[config.mk]
export PLATFORM = sky130hd
export DESIGN_NAME = mem_arbiter
export DESIGN_NICKNAME = d
export VERILOG_FILES = /design/src/rtl/mem_arb_pkg.sv /design/src/rtl/rr_arb2.sv /design/src/rtl/mem_arbiter.sv
export SDC_FILE = /design/constraint.sdc
export NUM_CORES = 1
export LEC_CHECK = 0
export ABC_AREA = 1
export CELL_PAD_IN_SITES_DETAIL_PLACEMENT = 1
export CELL_PAD_IN_SITES_GLOBAL_PLACEMENT = 2
export CORE_MARGIN = 10
export CORE_UTILIZATION = 24
export DETAILED_ROUTE_END_ITERATION = 12
export HOLD_SLACK_MARGIN = 0.06
export PLACE_DENSITY_LB_ADDON = 0.1
export SYNTH_ARGS = -nofsm -noshare
export SYNTH_HDL_FRONTEND = slang
export SYNTH_HIERARCHICAL = 1
export SYNTH_SLANG_ARGS = --single-unit
[constraint.sdc]
create_clock -name clk -period 3.56 [get_ports clk]
set_clock_uncertainty 0.05 [all_clocks]
set_input_delay 0.712 -clock clk [delete_from_list [all_inputs] [get_ports clk]]
set_output_delay 0.712 -clock clk [all_outputs]
set_load 0.02 [all_outputs]
[src/rtl/mem_arb_pkg.sv]
// ============================================================================
// Module      : mem_arb_pkg
// Description : Shared types and constants for the two-port memory arbiter.
// Revision    : 1.0 - initial release
// ============================================================================
`default_nettype none

package mem_arb_pkg;

  typedef enum logic [1:0] {
    ST_IDLE  = 2'd0,
    ST_ISSUE = 2'd1,
    ST_WAIT  = 2'd2,
    ST_DONE  = 2'd3
  } state_t;

  localparam logic PORT_IF = 1'b0;
  localparam logic PORT_D  = 1'b1;

  localparam int unsigned TIMEOUT_DEFAULT  = 64;
  localparam logic [31:0] ERR_DATA_DEFAULT = 32'hDEADBEEF;

  // Fetches are always full 32-bit word reads.
  localparam logic [1:0] FETCH_SIZE = 2'h2;

  // Width of a counter that must hold 0 .. limit-1.
  function automatic int unsigned cnt_width(input int unsigned limit);
    return (limit < 2) ? 1 : $clog2(limit);
  endfunction

endpackage

`default_nettype wire

[src/rtl/rr_arb2.sv]
// ============================================================================
// Module      : rr_arb2
// Description : Two-input combinational round-robin picker; returns the ID of
//               the winning port given the requests and the previous winner.
// Revision    : 1.0 - initial release
// ============================================================================
`default_nettype none

module rr_arb2
  import mem_arb_pkg::*;
(
  input  logic [1:0] req_i,
  input  logic       last_grant_i,
  output logic       grant_o
);

  always_comb begin
    grant_o = PORT_IF;
    case (req_i)
      2'b01:   grant_o = PORT_IF;
      2'b10:   grant_o = PORT_D;
      2'b11:   grant_o = (last_grant_i == PORT_IF) ? PORT_D : PORT_IF;
      default: grant_o = PORT_IF;
    endcase
  end

endmodule

`default_nettype wire

[src/rtl/mem_arbiter.sv]
// ============================================================================
// Module      : mem_arbiter
// Description : Arbitrates instruction-fetch and data requests onto a single
//               memory-controller port. Optional WAIT timeout is enabled by
//               defining MEM_ARB_TIMEOUT_EN.
// Revision    : 1.0 - initial release
// ============================================================================
`default_nettype none

module mem_arbiter
  import mem_arb_pkg::*;
#(
  parameter int unsigned TIMEOUT  = TIMEOUT_DEFAULT,
  parameter logic [31:0] ERR_DATA = ERR_DATA_DEFAULT
) (
  input  logic        clk,
  input  logic        reset,
  input  logic        if_req,
  input  logic [31:0] if_address,
  output logic [31:0] if_read_data,
  output logic        if_valid,
  output logic        if_err,
  input  logic        d_req,
  input  logic        d_rw,
  input  logic [31:0] d_address,
  input  logic [31:0] d_write_data,
  input  logic [1:0]  d_size,
  output logic [31:0] d_read_data,
  output logic        d_valid,
  output logic        d_err,
  output logic        mc_rw_req,
  output logic        mc_rw,
  output logic [31:0] mc_address,
  output logic [31:0] mc_write_data,
  output logic [1:0]  mc_size,
  input  logic [31:0] mc_read_data,
  input  logic        mc_data_valid
);

  localparam int unsigned CNT_W = cnt_width(TIMEOUT);

  state_t      state_q, state_d;
  logic        last_grant_q, last_grant_d;
  logic        owner_q, owner_d;
  logic        mc_rw_q, mc_rw_d;
  logic [31:0] mc_addr_q, mc_addr_d;
  logic [31:0] mc_wdata_q, mc_wdata_d;
  logic [1:0]  mc_size_q, mc_size_d;
  logic [31:0] if_rdata_q, if_rdata_d;
  logic [31:0] d_rdata_q, d_rdata_d;
  logic        if_valid_q, if_valid_d;
  logic        d_valid_q, d_valid_d;
  logic        if_err_q, if_err_d;
  logic        d_err_q, d_err_d;
  logic [CNT_W-1:0] wait_cnt_q, wait_cnt_d;

  logic        w_grant;
  logic        w_grant_en;
  logic        w_abort;
  logic        w_complete;
  logic [31:0] w_ret_data;

  rr_arb2 u_rr_arb2 (
    .req_i        ({d_req, if_req}),
    .last_grant_i (last_grant_q),
    .grant_o      (w_grant)
  );

  assign w_grant_en = (state_q == ST_IDLE) && (if_req || d_req);

`ifdef MEM_ARB_TIMEOUT_EN
  // A real completion in the same cycle as the limit takes precedence.
  assign w_abort = (state_q == ST_WAIT) && !mc_data_valid &&
                   (wait_cnt_q == CNT_W'(TIMEOUT - 1));
`else
  assign w_abort = 1'b0;
`endif

  assign w_complete = (state_q == ST_WAIT) && (mc_data_valid || w_abort);
  assign w_ret_data = w_abort ? ERR_DATA : mc_read_data;

  // State register
  always_ff @(posedge clk or negedge reset) begin
    if (!reset) begin
      state_q <= ST_IDLE;
    end else begin
      state_q <= state_d;
    end
  end

  // Next-state logic
  always_comb begin
    state_d = state_q;
    case (state_q)
      ST_IDLE:  if (if_req || d_req) state_d = ST_ISSUE;
      ST_ISSUE: state_d = ST_WAIT;
      ST_WAIT:  if (w_complete) state_d = ST_DONE;
      ST_DONE:  state_d = ST_IDLE;
      default:  state_d = ST_IDLE;
    endcase
  end

  // Output logic
  always_comb begin
    mc_rw_req     = (state_q == ST_ISSUE);
    mc_rw         = mc_rw_q;
    mc_address    = mc_addr_q;
    mc_write_data = mc_wdata_q;
    mc_size       = mc_size_q;
    if_read_data  = if_rdata_q;
    d_read_data   = d_rdata_q;
    if_valid      = if_valid_q;
    d_valid       = d_valid_q;
    if_err        = if_err_q;
    d_err         = d_err_q;
  end

  // Request latch and completion routing
  always_comb begin
    last_grant_d = last_grant_q;
    owner_d      = owner_q;
    mc_rw_d      = mc_rw_q;
    mc_addr_d    = mc_addr_q;
    mc_wdata_d   = mc_wdata_q;
    mc_size_d    = mc_size_q;
    if_rdata_d   = if_rdata_q;
    d_rdata_d    = d_rdata_q;
    if_valid_d   = 1'b0;
    d_valid_d    = 1'b0;
    if_err_d     = 1'b0;
    d_err_d      = 1'b0;
    wait_cnt_d   = wait_cnt_q;

    if (w_grant_en) begin
      last_grant_d = w_grant;
      owner_d      = w_grant;
      if (w_grant == PORT_D) begin
        mc_rw_d    = d_rw;
        mc_addr_d  = d_address;
        mc_wdata_d = d_write_data;
        mc_size_d  = d_size;
      end else begin
        mc_rw_d    = 1'b0;
        mc_addr_d  = if_address;
        mc_wdata_d = '0;
        mc_size_d  = FETCH_SIZE;
      end
    end

    if (state_q == ST_ISSUE) begin
      wait_cnt_d = '0;
    end else if (state_q == ST_WAIT) begin
      wait_cnt_d = wait_cnt_q + CNT_W'(1);
    end

    if (w_complete) begin
      if (owner_q == PORT_D) begin
        d_rdata_d = w_ret_data;
        d_valid_d = 1'b1;
        d_err_d   = w_abort;
      end else begin
        if_rdata_d = w_ret_data;
        if_valid_d = 1'b1;
        if_err_d   = w_abort;
      end
    end
  end

  always_ff @(posedge clk or negedge reset) begin
    if (!reset) begin
      last_grant_q <= PORT_IF;
      owner_q      <= PORT_IF;
      mc_rw_q      <= 1'b0;
      mc_addr_q    <= '0;
      mc_wdata_q   <= '0;
      mc_size_q    <= '0;
      if_rdata_q   <= '0;
      d_rdata_q    <= '0;
      if_valid_q   <= 1'b0;
      d_valid_q    <= 1'b0;
      if_err_q     <= 1'b0;
      d_err_q      <= 1'b0;
      wait_cnt_q   <= '0;
    end else begin
      last_grant_q <= last_grant_d;
      owner_q      <= owner_d;
      mc_rw_q      <= mc_rw_d;
      mc_addr_q    <= mc_addr_d;
      mc_wdata_q   <= mc_wdata_d;
      mc_size_q    <= mc_size_d;
      if_rdata_q   <= if_rdata_d;
      d_rdata_q    <= d_rdata_d;
      if_valid_q   <= if_valid_d;
      d_valid_q    <= d_valid_d;
      if_err_q     <= if_err_d;
      d_err_q      <= d_err_d;
      wait_cnt_q   <= wait_cnt_d;
    end
  end

endmodule

`default_nettype wire
==> reports/metrics.yaml, run 1 <==
die_h_um: 174
timing_worst_setup_path_type: "flop to output port"
worstPathArrival_ns: 1.74
startpoint_type: "flop"
numClockSinks: 136
post-dp-hpwl_um: 15800
status: "completed"
grt_pass1_vias: 5820
cp-end-kind: "output port"
vias_per_cell: 4.10
syn_to_final_growth_pct: 60.5
setup_violations: 0
fin_nets: 1061
r2r_end: "mc_write_data[28]"
worstPathMaxFanout: 3
synth_ff_type: "dfrtp_1"
finalNonFillerCells: 1254
wl_um: 20700
yosysMostFrequentCell: "nand2_1"
path_cells: "inv_1, ha_1, clkdlybuf4s50_1"
final_area_um2: 9160
netlist_top_cells_count: "nand2_1 (333), dfrtp_1 (136), o21ai_0 (73)"
clockRootBuffer: "clkbuf_16"
grt_setup_unrepaired: "false"
final_max_slew_viol_count: 0
grt_util_all_layers_pct: 13.6
yosysTopAreaCellShare_pct: 59.6
initialDrtViolationCount: 201
total_power_mw: 8.01
netlist_area_um2: 5710
max_stage_delay_ns: 0.65
maxSlewHeadroom_pct: 32.3
rows: 56
critPathSlowestCell: "clkdlybuf4s50_1"
powerDensity_nw_per_um2: 874
ys_seq_elements: 136
numCtsBuffers: 17
grt_max_degree: 105
cp.required_ns: 2.80
routabilityCongestion: 0.745
setup-tns-final_ns: 0
wire_per_inst_um: 16.5
clock.fmax_mhz: 400
initial_utilization_pct: 24.3
hold_violations: 0
synth_edf_count: 0
drive_gt1_share_pct: 4.93
hold_path_class: "input pin to asynchronous set/reset pin"
yosysSeqAreaShare_pct: 59.6
ctsHoldBuffers: 0
synth_area_leaders: "dfrtp_1 (60%), nand2_1 (22%), o21ai_0 (6.4%)"
vdd_drop_max_uv: 273
cts_resized: 0
ys_async_sr_fraction_pct: 100
worstSkewPairLatency_ns: 0.41
p_leak_nw: 4.34
rr_startpoint: "state_q[1]"
postPlaceCellArea_um2: 8610
fillCellCount: 2758
htreeDepth: 4
path_delay_family: "buffers and inverters"
coreArea_um2: 23500
regToRegSetupSlack_ns: 1.51
grt-busiest-layer: "met2"
die_width_um: 174
crit_buf_inv: 2
synth_area_per_cell_um2: 8.60
holdWs_ns: 0.221
first_pass_iters: 7
antenna_found_initial: 1
cap_violations: 0
cts_tree: "built"
grt_use_met2_pct: 22.7
dp.cells: 1221
synth_cells: 664
port_buffers: 269
tightest_slew_ns: 1.01
cts.reportedPaths.clkPinSlew_ns: 0.06
die_area_um2: 30400
postCtsSetupRepairBufs: 0
rr_worst_depth: 6
gr-usage-met1_pct: 15.1
grt_pass1_wl_um: 32800
io_pins: 272
ant_nets: 0
post-route-period-util_pct: 70.2
period_needed_ns: 2.50
synth_top_area_cell: "dfrtp_1"
use_met3_pct: 6.85
vias: 5143
grt_overflow: 0
clock_path_buffers: 2
drc: 0
synth_cell_types: 18
yosys_warnings: 6
[cells in the final DEF, fill, tap and decap left out, types with 2 or more instances in the layout]
master and instances:
o21ai_0 73, dfrtp_1 136, clkinv_2 5, inv_1 40
nor2_1 2, conb_1 2, nand3_1 2, clkbuf_16 17
nand3_2 2, buf_4 7, nand2_1 333, clkinv_4 2
clkdlybuf4s50_1 268, o21ai_1 27, inv_6 2, clkinvlp_4 3
ha_1 4
[per-stage QoR]
step           util (%)  setup WS [ns]
4_1_cts            39.0           1.03
5_1_grt            39.0          0.969
3_5_place_dp       36.7          0.856
2_1_floorplan         -           2.04
6_report           39.0           1.06
3_3_place_gp       36.7          0.990
[how the worst max path moves through the flow]
| stage | from | end | slack (ns) | cells after the start |
|---|---|---|---|---|
| 4_1_cts | state_q[1] | mc_rw_req | 1.03 | 3 |
| 3_3_place_gp | if_req | mc_write_data[22] | 0.99 | 4 |
| 5_1_grt | state_q[1] | mc_rw_req | 0.97 | 3 |
| 3_5_place_dp | if_req | mc_write_data[3] | 0.86 | 4 |
| 6_report | state_q[1] | mc_rw_req | 1.06 | 3 |
| 2_1_floorplan | d_req | mc_address[10] | 2.04 | 8 |
[flip-flops by register name, summed over array words and instances, names as in the netlist]
name           cells
owner_q            1
if_valid           1
state_q            2
mc_write_data     32
mc_size            2
if_read_data      32
d_valid            1
d_read_data       32
mc_rw              1
mc_address        32
[area by class of cell]
class / instances / area, um^2 / area share [%]
Clock buffer: 18 / 429 / 4.68
Sequential cell: 136 / 3400 / 37.1
Timing Repair Buffer: 277 / 2770 / 30.2
Tap cell: 319 / 399 / 4.36
Clock inverter: 14 / 124 / 1.35
Multi-Input combinational cell: 448 / 1880 / 20.6
Antenna cell: 1 / 2.50 / 0.0273
Inverter: 41 / 154 / 1.68
[logic make-up after synthesis]
group / share of synthesized area [%]
flops: 59.6
fa+ha+maj: 0.877
simple gates: 22.5
other cells: 0.0657
buf+inv: 7.76
compound gates: 9.20
[power by group]
part / switching (mW) / internal, mW
sequential: 0.385 / 2.23
combinational: 2.10 / 1.64
clock: 0.690 / 0.964
total: 3.17 / 4.83
[layer usage]
metal,part of all wire [%],up-vias
li1,-,2551
met1,41,2416
met2,48,161
met3,9.7,13
met4,1.0,2
met5,0.068,-
Power figures use the tool's default switching activity.
==> run 2, diff against run 1 <==
CORE_UTILIZATION = 20   (was 24)
clock period = 2.1 ns   (was 3.56 ns; I/O delays follow)
==> run 2 against run 1 <==
Compared with the run above:
- utilization shrank 5.6 points
- clock power grew 87%
- wire length grew 8.6%
- setup slack lost 0.92 ns
- first-iteration DRC count grew 6.5%
- global-route usage shrank 0.97 points
- critical path type unchanged
==> reports/metrics.yaml, run 2 (same netlist as run 1, synthesis figures left out) <==
ant_nets: 0
maxSlewHeadroom_pct: 58.6
hold_path_class: "flop to flop"
cap_violations: 0
cp-end-kind: "output port"
initial_utilization_pct: 20.4
htreeDepth: 4
clock_path_buffers: 2
grt_use_met2_pct: 20.0
worstPathMaxFanout: 3
numClockSinks: 136
grt-busiest-layer: "met2"
grt_pass1_vias: 5870
cts.reportedPaths.clkPinSlew_ns: 0.07
vias: 5229
hold_violations: 0
use_met3_pct: 6.41
hp-start: "mc_address[5]"
status: "completed"
grt_max_degree: 77
die_width_um: 189
finalNonFillerCells: 1319
total_power_mw: 14.0
post-route-period-util_pct: 93.2
grt_overflow: 0
drc: 0
antenna_found_initial: 3
startpoint: "state_q[1]"
grt_util_all_layers_pct: 12.7
rows: 61
dp.cells: 1284
clock.fmax_mhz: 511
path_cells: "inv_1, ha_1, dlygate4sd2_1"
period_needed_ns: 1.96
first_pass_iters: 4
coreArea_um2: 28000
post-dp-hpwl_um: 16800
wl_um: 22500
wire_per_inst_um: 17.0
grt_setup_unrepaired: "false"
io_pins: 272
final_util_pct: 33.5
startpoint_type: "flop"
worstSkewPairLatency_ns: 0.42
clockRootBuffer: "clkbuf_16"
final_cell_mix: "nand2_1 (333), clkdlybuf4s50_1 (267), dfrtp_1 (136)"
grt_pass1_wl_um: 35500
p_leak_nw: 4.41
vdd_drop_max_uv: 620
die_h_um: 189
worstPathArrival_ns: 1.49
final_max_slew_viol_count: 0
die_area_um2: 35700
port_buffers: 269
max_stage_delay_ns: 0.41
timing_worst_setup_path_type: "flop to output port"
cp.required_ns: 1.63
gr-usage-met1_pct: 14.9
rr_startpoint: "state_q[1]"
initialDrtViolationCount: 214
fillCellCount: 3249
drive_gt1_share_pct: 5.43
syn_to_final_growth_pct: 64.2
powerDensity_nw_per_um2: 1490
numCtsBuffers: 17
routabilityCongestion: 0.773
fin_nets: 1066
vias_per_cell: 3.96
dp_slack_ns: -0.00636
fin_ws_ns: 0.143
layout_commonest_cell: "nand2_1"
tightest_slew_ns: 0.620
setup_violations: 0
critPathSlowestCell: "dlygate4sd2_1"
cts_tree: "built"
## run 2: what timing repair did
item                                   CTS  global route
endpoints found under the hold margin   43             0
buffers inserted                         0             0
resized for setup                        1             0
setup endpoints to repair                1             0
hold buffers                             1             0
## run 2: report_power, final
group	internal [mW]	switching, mW	total, mW
sequential	3.78	0.663	4.44
combinational	2.83	3.62	6.44
clock	1.81	1.27	3.09
## run 2: per-layer routing
metal  up-vias  part of all wire, %
li1       2571                    -
met1      2452                   42
met2       184                   45
met3        20                   11
met4         2                  1.3
met5         -                0.058
## run 2: worst paths after layout
check                      cells past startpoint                to  slack, ns
hold reg to reg                                2     mc_address[5]       0.43
min in group asynchronous                      2  if_read_data[10]       0.45
max in group asynchronous                      3  mc_write_data[4]       0.89
hold / removal                                 2     mc_address[5]       0.43
setup reg to reg                               7     mc_address[9]       0.47
setup / recovery                               3         mc_rw_req       0.14
## run 2: worst max-delay path: cells and delay by family (launching register included)
family / cells / cell delay (ns)
buffers and inverters: 2 / 0.52
flip-flops: 1 / 0.40
adder cells (fa/ha/maj): 1 / 0.14
## run 2: per-stage QoR
| stage | setup TNS, ns | instance area [um^2] | hold slack, ns |
|---|---|---|---|
| after floorplan | 0 | 5710 | 0.0744 |
| after global placement | 0 | 8760 | 0.347 |
| after detailed placement | -0.00636 | 8760 | 0.356 |
| after CTS | 0 | 9370 | 0.432 |
| after global routing | 0 | 9370 | 0.460 |
| final | 0 | 9380 | 0.430 |
## run 2: cell type report
type / instances / area [um^2] / share of cell area (%)
clock buffer: 18 / 439 / 4.68
tap: 378 / 473 / 5.04
timing repair buffer: 282 / 2860 / 30.5
inverter: 41 / 154 / 1.64
antenna: 2 / 5.00 / 0.0534
sequential: 136 / 3400 / 36.3
clock inverter: 14 / 161 / 1.72
multi-input combinational: 448 / 1880 / 20.1
==> run 3, diff against run 2 <==
GPL_ROUTABILITY_DRIVEN = 0   (was default)
==> results of run 3 <==
Same layout as run 2: the final DEF is identical, and so are final timing and power.
